$ cat src/rtl/sprite_fetch.sv
// Sprite pattern fetch stage: during PPU cycles 256-319 walks the 8 secondary-OAM
// slots, fetches both pattern planes for each from CHR, applies flips, and
// pushes one 27-bit record per slot into the sprite shifter set.
module sprite_fetch #(
  parameter int CHR_AW      = 13,
  parameter bit CLEAR_EMPTY = 1'b1
) (
  input  logic              clk,
  input  logic              i_rst_n,
  input  logic              i_ce,
  input  logic              i_sprites_enabled,
  input  logic              i_obj_size,
  input  logic              i_pat_table,
  input  logic [8:0]        i_cycle,
  input  logic [7:0]        i_oam_bus,
  output logic              o_chr_rd,
  output logic [CHR_AW-1:0] o_chr_addr,
  input  logic [7:0]        i_chr_data,
  output logic [3:0]        o_load,
  output logic [26:0]       o_load_in,
  output logic              o_busy
);

  typedef enum logic [1:0] {IDLE, FETCH, DONE} state_e;

  state_e state_q, state_d;

  logic [7:0]        row_q, tile_q, attr_q, x_q, lo_q, hi_q;
  logic              empty_q;
  logic              chr_rd_q;
  logic [CHR_AW-1:0] chr_addr_q;
  logic [3:0]        load_q;
  logic [26:0]       load_in_q;

  logic [2:0]  phase;
  logic        in_win;
  logic        act;
  logic [2:0]  r8;
  logic [3:0]  r16;
  logic [12:0] base;

  assign phase  = i_cycle[2:0];
  // cycles 256..319 share the top three bits 3'b100
  assign in_win = (i_cycle[8:6] == 3'b100);
  // Fetch actions run on ce-cycles inside the window; the cycle-256 edge that
  // starts FETCH also performs slot 0's row latch.
  assign act = i_ce && i_sprites_enabled && in_win &&
               ((state_q == FETCH) || (state_q == IDLE && i_cycle == 9'd256));

  // Leftmost pixel must end in bit 0 because the shifter emits bit 0 first.
  function automatic logic [7:0] pix(input logic [7:0] b, input logic hflip,
                                     input logic empty);
    logic [7:0] r;
    for (int i = 0; i < 8; i++) r[i] = b[7-i];
    if (empty && CLEAR_EMPTY) pix = 8'h00;
    else if (hflip)           pix = b;
    else                      pix = r;
  endfunction

  // Pattern address for the current slot (plane bit 0); size and table are
  // taken live because they are only consumed at ph4.
  always_comb begin
    r8  = attr_q[7] ? ~row_q[2:0] : row_q[2:0];
    r16 = attr_q[7] ? ~row_q[3:0] : row_q[3:0];
    if (i_obj_size) base = {tile_q[0], tile_q[7:1], r16[3], 1'b0, r16[2:0]};
    else            base = {i_pat_table, tile_q, 1'b0, r8};
  end

  // State register
  always_ff @(posedge clk or negedge i_rst_n) begin
    if (!i_rst_n) state_q <= IDLE;
    else          state_q <= state_d;
  end

  // Next-state: disabling sprites on any ce-cycle drops straight to IDLE
  always_comb begin
    state_d = state_q;
    if (i_ce) begin
      if (!i_sprites_enabled) state_d = IDLE;
      else begin
        unique case (state_q)
          IDLE:    if (i_cycle == 9'd256) state_d = FETCH;
          FETCH:   if (!in_win || i_cycle == 9'd319) state_d = DONE;
          DONE:    if (i_cycle == 9'd0) state_d = IDLE;
          default: state_d = IDLE;
        endcase
      end
    end
  end

  // FSM outputs
  always_comb begin
    o_busy = (state_q == FETCH);
  end

  // Per-phase latches, CHR strobes and shifter load; everything holds while ce=0
  always_ff @(posedge clk or negedge i_rst_n) begin
    if (!i_rst_n) begin
      row_q      <= '0;
      tile_q     <= '0;
      attr_q     <= '0;
      x_q        <= '0;
      lo_q       <= '0;
      hi_q       <= '0;
      empty_q    <= 1'b0;
      chr_rd_q   <= 1'b0;
      chr_addr_q <= '0;
      load_q     <= '0;
      load_in_q  <= '0;
    end else if (i_ce) begin
      chr_rd_q <= 1'b0;
      load_q   <= 4'h0;
      if (act) begin
        unique case (phase)
          3'd0: begin
            row_q   <= i_oam_bus;
            empty_q <= |i_oam_bus[7:4];
          end
          3'd1: tile_q <= i_oam_bus;
          3'd2: attr_q <= i_oam_bus;
          3'd3: x_q    <= i_oam_bus;
          3'd4: begin
            chr_rd_q   <= 1'b1;
            chr_addr_q <= CHR_AW'(base);
          end
          3'd5: begin
            lo_q          <= i_chr_data;
            chr_rd_q      <= 1'b1;
            chr_addr_q[3] <= 1'b1;
          end
          3'd6: hi_q <= i_chr_data;
          3'd7: begin
            load_q    <= 4'hF;
            load_in_q <= {pix(lo_q, attr_q[6], empty_q), pix(hi_q, attr_q[6], empty_q),
                          x_q, attr_q[1:0], attr_q[5]};
          end
          default: ;
        endcase
      end
    end
  end

  assign o_chr_rd   = chr_rd_q;
  assign o_chr_addr = chr_addr_q;
  assign o_load     = load_q;
  assign o_load_in  = load_in_q;

endmodule

$ cat config.mk
export PLATFORM = sky130hd
export DESIGN_NAME = sprite_fetch
export DESIGN_NICKNAME = d
export VERILOG_FILES = /design/src/rtl/sprite_fetch.sv
export SDC_FILE = /design/constraint.sdc
export NUM_CORES = 1
export LEC_CHECK = 0
export ABC_AREA = 1
export BUFFER_PORTS_ARGS = -buffer_cell sky130_fd_sc_hd__buf_2
export CAP_MARGIN = 20
export CORE_MARGIN = 1
export CORE_UTILIZATION = 50
export CTS_BUF_LIST = sky130_fd_sc_hd__clkbuf_16
export DETAILED_ROUTE_END_ITERATION = 8
export HOLD_SLACK_MARGIN = 0.1
export PLACE_DENSITY = 0.78
export SYNTH_ARGS = -nofsm -noshare
export SYNTH_HDL_FRONTEND = slang
export SYNTH_SLANG_ARGS = --single-unit
export TNS_END_PERCENT = 1
$ cat constraint.sdc
create_clock -name clk -period 1.4 [get_ports clk]
set_input_delay 0.07 -clock clk [delete_from_list [all_inputs] [get_ports clk]]
set_output_delay 0.07 -clock clk [all_outputs]
set_load 0.02 [all_outputs]
==> metrics.csv <==
metric,value,unit
outcome,"complete, but fails checks",
failing checks,setup timing,
# diodes,0,
Finished Core Util,69.5,%
IO Port Bufs,76,
Rows,32,
PnR worst setup slack,-0.00867,ns
worst-path fanout max,6,
Post-synth EDFFs,0,
area grow syn2layout,32.4,%
"Warnings, synthesis",0,
Placed Cells incl. Taps,673,
"Distinct cells, synth",24,
Max Slew Vio Count,0,
H-tree Lvls,3,
Post-DP HPWL,7140,um
chip width,92.7,um
"most common cell after layout, fill and taps aside",nand2_1,
worst r2r src,state_q[1],
Ports,77,
Chip Height,92.7,um
most frequent cells in the layout,"nand2_1 (211), dfrtp_1 (86), nand4_1 (84)",
WP data required,1.63,ns
Initial Utilization,52.5,%
Final Power,5110,uW
Max-Cap Viols,0,
# DRC,0,
Worst VDD drop,0.745,mV
Worst slew margin,63.2,%
Achievable Freq,710,MHz
CTS buffer count,9,
nets,640,
vias after detailed routing,4063,
crit path kind,reg -> reg,
ys async rst share,100,%
gpl congestion,0.862,
initial antenna violation count,0,
"Avg Cell Area, Syn",8.30,sq um
clk sinks,86,
DR vias/cell,5.69,
Worst-Skew Late Latency,0.34,ns
Power Dens Cells,938,nW/um^2
Arrival @ worst endpoint,1.63,ns
DR pass1 iterations,5,
crit path from,state_q[1],
largest net degree at the start of global routing,56,
die area,8600,sq um
Tot GR Track Use,25.5,%
Post-synth top flop,dfrtp_1,
Core Region,7850,sq um
RSZ-0062 raised after global routing,true,
Worst-Margin Slew,0.552,ns
HP Class,in -> reg,
Post-Syn Nets,527,
Mapped Area,4120,sq um
Routed Antenna Nets,0,
register area share after synthesis,52.3,%
total gr overflow,0,
clk_skew,0.00406,ns
Filler Cells Inserted,637,
1st-iter DRT viols,306,
critical path endpoint category,flop,
clock-pin slew on the worst setup and hold paths,0.06,ns
startpoint of the worst hold path,i_pat_table,
flip-flop and latch area,2150,sq um
CTS root buf,clkbuf_16,
Final period util,101,%
fin crit period,1.41,ns
CTS tree,yes,
vias in the first global route,3764,
Hold Path End,o_chr_addr[12],
worst r2r dst,attr_q[7],
share of layout cells above drive strength 1,25.8,%
Post-Layout Cell Count,714,
cells after synthesis,496,
hold depth,5,
R2R cell count,8,
startpoint class of the critical path,flop,
DP Worst Slack,-0.0680,ns
Lkg Pwr,0.00298,uW
Reg2Reg Setup Slack,-0.009,ns
WL per Instance,16.1,um
first-pass GRT wire length,17100,um
Synth Register Bits,86,
final-report setup violation count,5,
WL final,11500,um
area of the multi-input gates,1820,sq um
final hold violations,0,
clk buf depth,2,
WHS,0.135,ns
[per-layer routing]
metal	share of wire, %	vias up	track usage, %
li1	-	1910	-
met1	41	1960	32.6
met2	50	164	42.6
met3	5.9	29	4.35
met4	2.6	0	11.4
met5	0	-	0
[power by group]
| part | internal (uW) | switching (uW) | leakage [uW] |
|---|---|---|---|
| clock network | 1350 | 953 | 0.000139 |
| registers | 2490 | 0.958 | 0.00120 |
| logic | 126 | 195 | 0.00164 |
[cell type report]
class                           count  share of cell area, %
Clock buffer                        9                   4.13
Multi-Input combinational cell    364                   33.4
Clock inverter                      5                  0.964
Tap cell                          102                   2.34
Inverter                           13                  0.895
Timing Repair Buffer              135                   18.8
Sequential cell                    86                   39.5
[critical path: stages (launching register included)]
cell and delay, ns:
dfrtp_1 0.38, inv_2 0.08, nand3_2 0.08, nor2_4 0.20, buf_12 0.18, buf_6 0.11, nand3_4 0.10, nand2_2 0.09
nand2_1 0.06
[synthesized netlist by cell type (3+ instances only)]
master / count / area, sq um
a21oi_1: 18 / 90.1
clkbuf_1: 11 / 41.3
buf_4: 5 / 37.5
buf_6: 6 / 67.6
dfrtp_1: 86 / 2150
nor2_1: 17 / 63.8
buf_2: 12 / 60.1
nand3_1: 9 / 45.0
xor2_1: 3 / 26.3
nand4_1: 84 / 526
inv_1: 11 / 41.3
nand2_1: 217 / 815
[worst max-delay path by stage]
stage / endpoint / depth (start not counted)
2_1_floorplan: tile_q[5] / 7
3_3_place_gp: o_load_in[6] / 7
3_5_place_dp: o_load_in[22] / 7
4_1_cts: o_load_in[22] / 7
5_1_grt: attr_q[6] / 8
6_report: attr_q[7] / 8
[sequential cells by signal, summed over array words and instances, names as in the netlist, 4 cells and up]
name and count:
attr_q 5, lo_q 8, tile_q 8, hi_q 8, x_q 8, row_q 4
o_load_in 27, o_chr_addr 13
[what timing repair did]
item                                    in CTS  in global routing
gates resized for setup                      0                 30
endpoints found under the setup margin      45                 81
hold buffers                                18                  0
endpoints found under the hold margin      128                  0
pin swaps                                    0                 45
gates cloned                                 0                  8
buffers inserted                             0                  1
[per-stage QoR]
| stage | cell area, sq um | TNS (ns) |
|---|---|---|
| after floorplan | 4120 | 0 |
| after global placement | 4710 | -0.00213 |
| after detailed placement | 4710 | -1.01 |
| after CTS | 5170 | -1.28 |
| after global routing | 5450 | -2.72 |
| final | 5450 | -0.0250 |
[kinds of logic (layout without fill, tap and decap cells)]
logic type,Yosys count,after routing,share of synthesized area [%]
buffers and inverters,48,162,6.57
xor gates and xnor gates,3,3,0.638
and+or+nand+nor,340,342,38.2
AOI/OAI and AO/OA,19,19,2.34
DFF,86,86,52.3
Power figures use the tool's default switching activity.
